--- src/rtl/trap_sequencer_pkg.sv ---
// Shared types, CSR addresses and mstatus field positions for the trap sequencer.
// The two status helpers encode machine-mode trap entry and mret exit.
package trap_sequencer_pkg;

    typedef logic [31:0] word_t;
    typedef logic [11:0] csr_addr_t;

    localparam csr_addr_t ISA_CSR_ADDR_MSTATUS = 12'h300;
    localparam csr_addr_t ISA_CSR_ADDR_MTVEC   = 12'h305;
    localparam csr_addr_t ISA_CSR_ADDR_MEPC    = 12'h341;
    localparam csr_addr_t ISA_CSR_ADDR_MCAUSE  = 12'h342;

    localparam int MIE    = 3;
    localparam int MPIE   = 7;
    localparam int MPP_LO = 11;
    localparam int MPP_HI = 12;

    typedef enum logic [2:0] {
        IDLE,
        T_EPC,
        T_CAUSE,
        T_STATUS,
        T_VEC,
        M_STATUS,
        M_EPC
    } trap_state_t;

    function automatic word_t trapEntryStatus(input word_t ms);
        word_t r;
        r              = ms;
        r[MPIE]        = ms[MIE];
        r[MIE]         = 1'b0;
        r[MPP_HI:MPP_LO] = 2'b11;
        return r;
    endfunction

    function automatic word_t trapReturnStatus(input word_t ms);
        word_t r;
        r              = ms;
        r[MIE]         = ms[MPIE];
        r[MPIE]        = 1'b1;
        r[MPP_HI:MPP_LO] = 2'b00;
        return r;
    endfunction

endpackage

--- src/rtl/trap_sequencer_target_calc.sv ---
// Trap handler target from mtvec and cause; vectored interrupt dispatch is
// only present when TRAP_SEQUENCER_VECTORED_EN is defined.
module trap_target_calc
    import trap_sequencer_pkg::*;
(
    input  logic [31:0] mtvec_i,
    input  logic [31:0] cause_i,
    output logic [31:0] target_o
);

    word_t base;
    assign base = {mtvec_i[31:2], 2'b00};

`ifdef TRAP_SEQUENCER_VECTORED_EN
    // Interrupt offsets wrap modulo 2^32, so cause bit 30 falls off the top.
    logic unusedCauseBit;
    assign unusedCauseBit = cause_i[30];

    always_comb begin
        target_o = base;
        if (mtvec_i[1:0] == 2'b01 && cause_i[31]) begin
            target_o = base + {cause_i[29:0], 2'b00};
        end
    end
`else
    logic unusedDirectBits;
    assign unusedDirectBits = ^{cause_i, mtvec_i[1:0]};

    assign target_o = base;
`endif

endmodule

--- src/rtl/trap_sequencer.sv ---
// Machine-mode trap entry / mret sequencer that walks the CSR file one access per cycle.
// Vectored interrupt targets depend on TRAP_SEQUENCER_VECTORED_EN (see trap_target_calc).
module trap_sequencer
    import trap_sequencer_pkg::*;
(
    input  logic        clk,
    input  logic        rst_n,
    input  logic        trap_req,
    input  logic [31:0] trap_cause,
    input  logic [31:0] trap_pc,
    input  logic        mret_req,
    output logic        ack,
    output logic [31:0] redirect_pc,
    output logic        busy,
    output logic        csr_write_en,
    output logic [11:0] csr_addr,
    output logic [31:0] csr_wdata,
    input  logic [31:0] csr_rdata,
    input  logic [31:0] mstatus
);

    trap_state_t state_q;
    logic [31:2] capPc_q;
    word_t       capCause_q;
    logic        csrWe_q;
    csr_addr_t   csrAddr_q;
    logic        ack_q;
    logic        busy_q;
    word_t       vecTarget;

    logic unusedPcBits;
    assign unusedPcBits = ^trap_pc[1:0];

    // Strobe, address, ack and busy are registered alongside the state so the
    // CSR port never sees a combinational path from the request lines.
    always_ff @(posedge clk or negedge rst_n) begin
        if (!rst_n) begin
            state_q    <= IDLE;
            capPc_q    <= '0;
            capCause_q <= '0;
            csrWe_q    <= 1'b0;
            csrAddr_q  <= '0;
            ack_q      <= 1'b0;
            busy_q     <= 1'b0;
        end else begin
            case (state_q)
                IDLE: begin
                    if (trap_req) begin
                        state_q    <= T_EPC;
                        capPc_q    <= trap_pc[31:2];
                        capCause_q <= trap_cause;
                        csrWe_q    <= 1'b1;
                        csrAddr_q  <= ISA_CSR_ADDR_MEPC;
                        busy_q     <= 1'b1;
                    end else if (mret_req) begin
                        state_q    <= M_STATUS;
                        csrWe_q    <= 1'b1;
                        csrAddr_q  <= ISA_CSR_ADDR_MSTATUS;
                        busy_q     <= 1'b1;
                    end
                end
                T_EPC: begin
                    state_q   <= T_CAUSE;
                    csrWe_q   <= 1'b1;
                    csrAddr_q <= ISA_CSR_ADDR_MCAUSE;
                end
                T_CAUSE: begin
                    state_q   <= T_STATUS;
                    csrWe_q   <= 1'b1;
                    csrAddr_q <= ISA_CSR_ADDR_MSTATUS;
                end
                T_STATUS: begin
                    state_q   <= T_VEC;
                    csrWe_q   <= 1'b0;
                    csrAddr_q <= ISA_CSR_ADDR_MTVEC;
                    ack_q     <= 1'b1;
                end
                M_STATUS: begin
                    state_q   <= M_EPC;
                    csrWe_q   <= 1'b0;
                    csrAddr_q <= ISA_CSR_ADDR_MEPC;
                    ack_q     <= 1'b1;
                end
                T_VEC, M_EPC: begin
                    state_q   <= IDLE;
                    csrWe_q   <= 1'b0;
                    csrAddr_q <= '0;
                    ack_q     <= 1'b0;
                    busy_q    <= 1'b0;
                end
                default: begin
                    state_q   <= IDLE;
                    csrWe_q   <= 1'b0;
                    csrAddr_q <= '0;
                    ack_q     <= 1'b0;
                    busy_q    <= 1'b0;
                end
            endcase
        end
    end

    // Status writes modify the live mstatus so bits owned elsewhere pass through.
    always_comb begin
        csr_wdata = '0;
        case (state_q)
            T_EPC:    csr_wdata = {capPc_q, 2'b00};
            T_CAUSE:  csr_wdata = capCause_q;
            T_STATUS: csr_wdata = trapEntryStatus(mstatus);
            M_STATUS: csr_wdata = trapReturnStatus(mstatus);
            default:  csr_wdata = '0;
        endcase
    end

    trap_target_calc u_target (
        .mtvec_i  (csr_rdata),
        .cause_i  (capCause_q),
        .target_o (vecTarget)
    );

    always_comb begin
        redirect_pc = '0;
        case (state_q)
            T_VEC:   redirect_pc = vecTarget;
            M_EPC:   redirect_pc = csr_rdata;
            default: redirect_pc = '0;
        endcase
    end

    assign ack          = ack_q;
    assign busy         = busy_q;
    assign csr_write_en = csrWe_q;
    assign csr_addr     = csrAddr_q;

endmodule
--- config.mk ---
export PLATFORM = sky130hd
export DESIGN_NAME = trap_sequencer
export DESIGN_NICKNAME = d
export VERILOG_FILES = /design/src/rtl/trap_sequencer_pkg.sv /design/src/rtl/trap_sequencer_target_calc.sv /design/src/rtl/trap_sequencer.sv
export SDC_FILE = /design/constraint.sdc
export NUM_CORES = 1
export LEC_CHECK = 0
export CORE_AREA = 10 10 124 126
export DETAILED_ROUTE_END_ITERATION = 8
export DIE_AREA = 0 0 134 136
export PLACE_DENSITY = 0.7
export REMOVE_ABC_BUFFERS = 1
export SYNTH_ARGS = -nofsm -noshare
export SYNTH_HDL_FRONTEND = slang
export SYNTH_HIERARCHICAL = 1
export SYNTH_SLANG_ARGS = --single-unit
--- constraint.sdc ---
create_clock -name clk -period 2 [get_ports clk]
set_input_delay 0.3 -clock clk [delete_from_list [all_inputs] [get_ports clk]]
set_output_delay 0.3 -clock clk [all_outputs]
set_load 0.02 [all_outputs]
Word-level counts from Yosys, hierarchy flattened --
Cells that the tools add are included.
Operators by class: equal/unequal tests 7, muxes and demuxes 13, bitwise logic cells 1, reductions and logical operators 7
Operator list (number):
- one-hot mux 32 bit (4 select lines) | 1
- one-hot mux 32 bit (2 select lines) | 1
- one-hot mux 12 bit (5 select lines) | 1
- two-way mux 12 bit | 2
- one-hot mux 3 bit (5 select lines) | 1
- equality test 3 bit, second input constant | 3
- equality test 3 x 2 -> 1 bit, second input constant | 2
- two-way mux 3 bit | 2
- one-hot mux 1 bit (2 select lines) | 3
- AND reduction 2 bit | 2
- OR reduction 2 bit | 2
- OR reduction 4 bit | 1
- equality test 3 x 1 -> 1 bit, second input constant | 1
- logical NOT 3 bit | 1
- != test 3 bit, second input constant | 1
- OR reduction 3 bit | 1
- two-way mux 1 bit | 2
- inverter 1 bit | 1
Storage, ports and cells: bits in registers 80, input port bits 132, output and inout bits 79, word-level logic and storage cells 35

Depth between registers and ports, before layout --
depth in word-level cells 4, gate-level depth with buffers 6

Cells and area by module --
Netlist, hierarchy kept.
Modules (own cells, without submodules):
- trap_sequencer | times used 1, cells an instance 371, area each 4221.5 µm², seq. area each 1826.8 µm²
- trap_target_calc | times used 1, cells an instance 33, area each 244.0 µm², seq. area each 0.0 µm²

Least setup slack after synthesis --
No wires, ideal clock.
path type register to output, from register state_q[0], to output port csr_wdata[10], arrival time 1.550 ns, data required time 1.700 ns, slack 0.150 ns, cell stages (with the launch flop) 5, cells stage by stage dfrtp_1 > buf_2 > buf_1 > mux2i_1 > o21ai_0
Between the ends: longest elaborated chain between the ends 2
RTL lines:
- from (decl) | line trap_sequencer.sv:22 | trap_state_t state_q;
- from (signal assigned) | line trap_sequencer.sv:38 | state_q <= IDLE;
- from (signal assigned) | line trap_sequencer.sv:49 | state_q <= T_EPC;
- from (signal assigned) | line trap_sequencer.sv:56 | state_q <= M_STATUS;
- equality test 3 bit (tied with other cells) | line trap_sequencer.sv:105 | case (state_q)
- one-hot mux 32 bit (4 select lines) * | line trap_sequencer.sv:105
- to (decl) | line trap_sequencer.sv:17 | output logic [31:0] csr_wdata,
Every way passes the cells marked *; elsewhere a longest branch is shown, timed or not.

Final worst setup path --
from register state_q[1], to register capPc_q[22] in the netlist's numbering
Between the ends: longest elaborated chain between the ends 2
RTL lines:
- logical NOT 3 bit | line trap_sequencer.sv:46 | case (state_q)
- AND reduction 2 bit (no source line)
- to (signal assigned) | line trap_sequencer.sv:50 | capPc_q <= trap_pc[31:2];
- to (decl) | line trap_sequencer.sv:23 | logic [31:2] capPc_q;
No other way between the ends. A chain may end at the register's enable or synchronous reset.

==> out/results.ini <==
[logic_synthesis]
post-synth-top-count-cell=dfrtp_1
ys_async_sr_fraction_pct=100
yosysWarnings=6
synth_edf_count=0
synth_top_cell_by_area=dfrtp_1
ys.flop_type=dfrtp_1
ys_ff_latch=73
synth_area_mm2=0.00447
synth_area_leaders=dfrtp_1, mux2i_1, mux2_2, mux2_4, buf_4
synth_commonest_cells=dfrtp_1, mux2i_1, mux2_2, buf_4
ys_types=29
syn_avg_cell_area_um2=11.1
syn_inst=404
ys_seq_area_share_pct=40.9
synth.top_cell.area_share_pct=40.9

[layout]
multi_input_area_mm2=0.00220
drive_gt1_share_pct=27.4
final_util_pct=51.7
regArea_mm2=0.00183
final_area_mm2=0.00672
layout.nets=710
fillCellCount=1200
syn_to_final_growth_pct=50.4
antenna_cells=0

[global_routing]
antenna_found_initial=0
grt_pass1_vias=4123
grt_overflow=0
grt_first_pass_wirelength_mm=22.3
grt_max_degree=43
track_usage_pct=15.4

[clock_network]
clock_path_buffers=2
cts.clk_slew.worst_paths_ns=0.06
numClockSinks=73
cts-root-buf=clkbuf_16
cts_inserted_buffers=9
h-tree-depth=3
cts_tree=done
clkLatencyLatePin_ns=0.33

[timing]
finalSetupViolCount=0
fin_hold_ws_ns=0.505
worst_slack_ns=0.0613
relSlewSlack_pct=61.9
fin_crit_sh_pct=96.9
rsz0062_at_grt=yes
worstMarginPinSlew_ns=0.571
skew_ns=0.00568
slew_violations=0
period_minus_slack_ns=1.94
hold_violations=0
setup_tns_ns=0
fmax_ghz=0.516

[setup_path]
path_cells=buf_8, buf_4, nor4b_4, buf_12, mux2_2
crit_fanout=28
setup.worst_path.start_class=register
critPathRequiredTime_ns=2.21
arrival_ns=2.15
cpPeakStageDelay_ns=0.43
crit_family=buffers and inverters
critPathBufInv=3
worst-setup-path-type=register to register
cp_slowest_cell=dfrtp_2
critPathCaptureType=register

[routing]
drc=0
wl_per_cell_um=18.7
dr_total_vias=3745
ant_nets=0
avgViaCountPerCell=4.93
drt-initial-drc-count=192
drtPass1Iterations=4
wl_mm=14.2

[pwr]
leakage_nw=2.95
ir_drop_mv=0.553
cellPowerDensity_mw_per_mm2=1520

[hold_path]
hold_path.class=register to register

[placement]
pre_cts_ws_ns=-0.0942
placed_area_mm2=0.00653
hpwlAfterDp_mm=10.6
place_congestion=0.738
port_buffers=200

[floorplanning]
coreArea_mm2=0.0130
die_x_um=134
die_area_mm2=0.0182
fp.dieH_um=136
start_util_pct=34.4
ios=211
rows=42

[outcome]
outcome=finished, final reports clean

[run]
maxCapViolCount=0

-- cell families after synthesis --
kind of cell	Yosys count	synth area share [%]
other	2	0.168
buffers and inverters	74	10.9
flip-flops	73	40.9
multiplexers	124	31.2
AND/OR/NAND/NOR	58	5.97
AO/OA/AOI/OAI	73	10.8
-- metal layers --
metal	track usage (%)	vias to the layer above	share of wire, %
li1	-	1760	-
met1	17.8	1811	41
met2	25.2	163	47
met3	6.57	11	10
met4	5.20	0	1.5
met5	0	-	0
-- worst register-to-register path, cell delays in order, from the launching register on --
cell and delay [ns]:
dfrtp_2 0.43, buf_8 0.15, buf_4 0.14, nor4b_4 0.42
buf_12 0.26, mux2_2 0.40
-- timing repair --
action	4_1_cts	5_1_grt
hold buffers	1	0
gates resized for setup	212	33
endpoints found under the hold margin	41	0
gates cloned	1	0
pin swaps	1	1
setup endpoints to repair	64	28
setup buffers	3	0
-- state kept, by name (all words and copies together) (netlist names) --
signal	count
capCause_q	32
capPc_q	30
csr_addr	5
state_q	3
ack	1
busy	1
csr_write_en	1
-- where the power goes --
| part | internal, mW | switching (mW) | total (mW) |
|---|---|---|---|
| Sequential | 2.24 | 0.411 | 2.65 |
| Clock | 1.03 | 0.617 | 1.65 |
| Combinational | 2.90 | 3.02 | 5.93 |
| Total | 6.18 | 4.05 | 10.2 |
-- path summary, 6_finish.rpt --
check	cells after the start	slack (ns)	end	startpoint
setup reg to reg	5	0.06	capPc_q[22]	state_q[1]
max in group asynchronous	3	0.87	capPc_q[29]	rst_n
hold reg to reg	1	0.50	capCause_q[6]	capCause_q[6]
min in group asynchronous	2	0.52	capPc_q[15]	rst_n
setup / recovery	5	0.06	capPc_q[22]	state_q[1]
hold / removal	1	0.50	capCause_q[6]	capCause_q[6]
-- through the flow --
step | cells | power, mW
final | 759 | 10.2
after global routing | 759 | 10.9
after CTS | 759 | 10.4
after detailed placement | 738 | 8.98
after global placement | 738 | 8.82
after floorplan | 338 | 6.20
-- cell usage in the layout (no fill, tap or decap), types with 9 or more instances in the layout --
cell type / n
nor2_1: 36
a32oi_1: 24
mux2_4: 20
buf_4: 18
buf_2: 39
dlygate4sd2_1: 13
mux2_2: 42
dfrtp_1: 70
mux2i_1: 61
clkdlybuf4s50_1: 135
buf_12: 9
clkbuf_16: 9
o21ai_0: 34
-- area by class of cell --
class | count | area share, %
clock buffers | 12 | 3.82
clock inverters | 4 | 0.764
inverters | 2 | 0.112
repair buffers | 229 | 32.1
well taps | 176 | 3.28
multi-input cells | 263 | 32.7
flip-flops and latches | 73 | 27.3
Note: power is estimated with default switching activity, not from simulation.
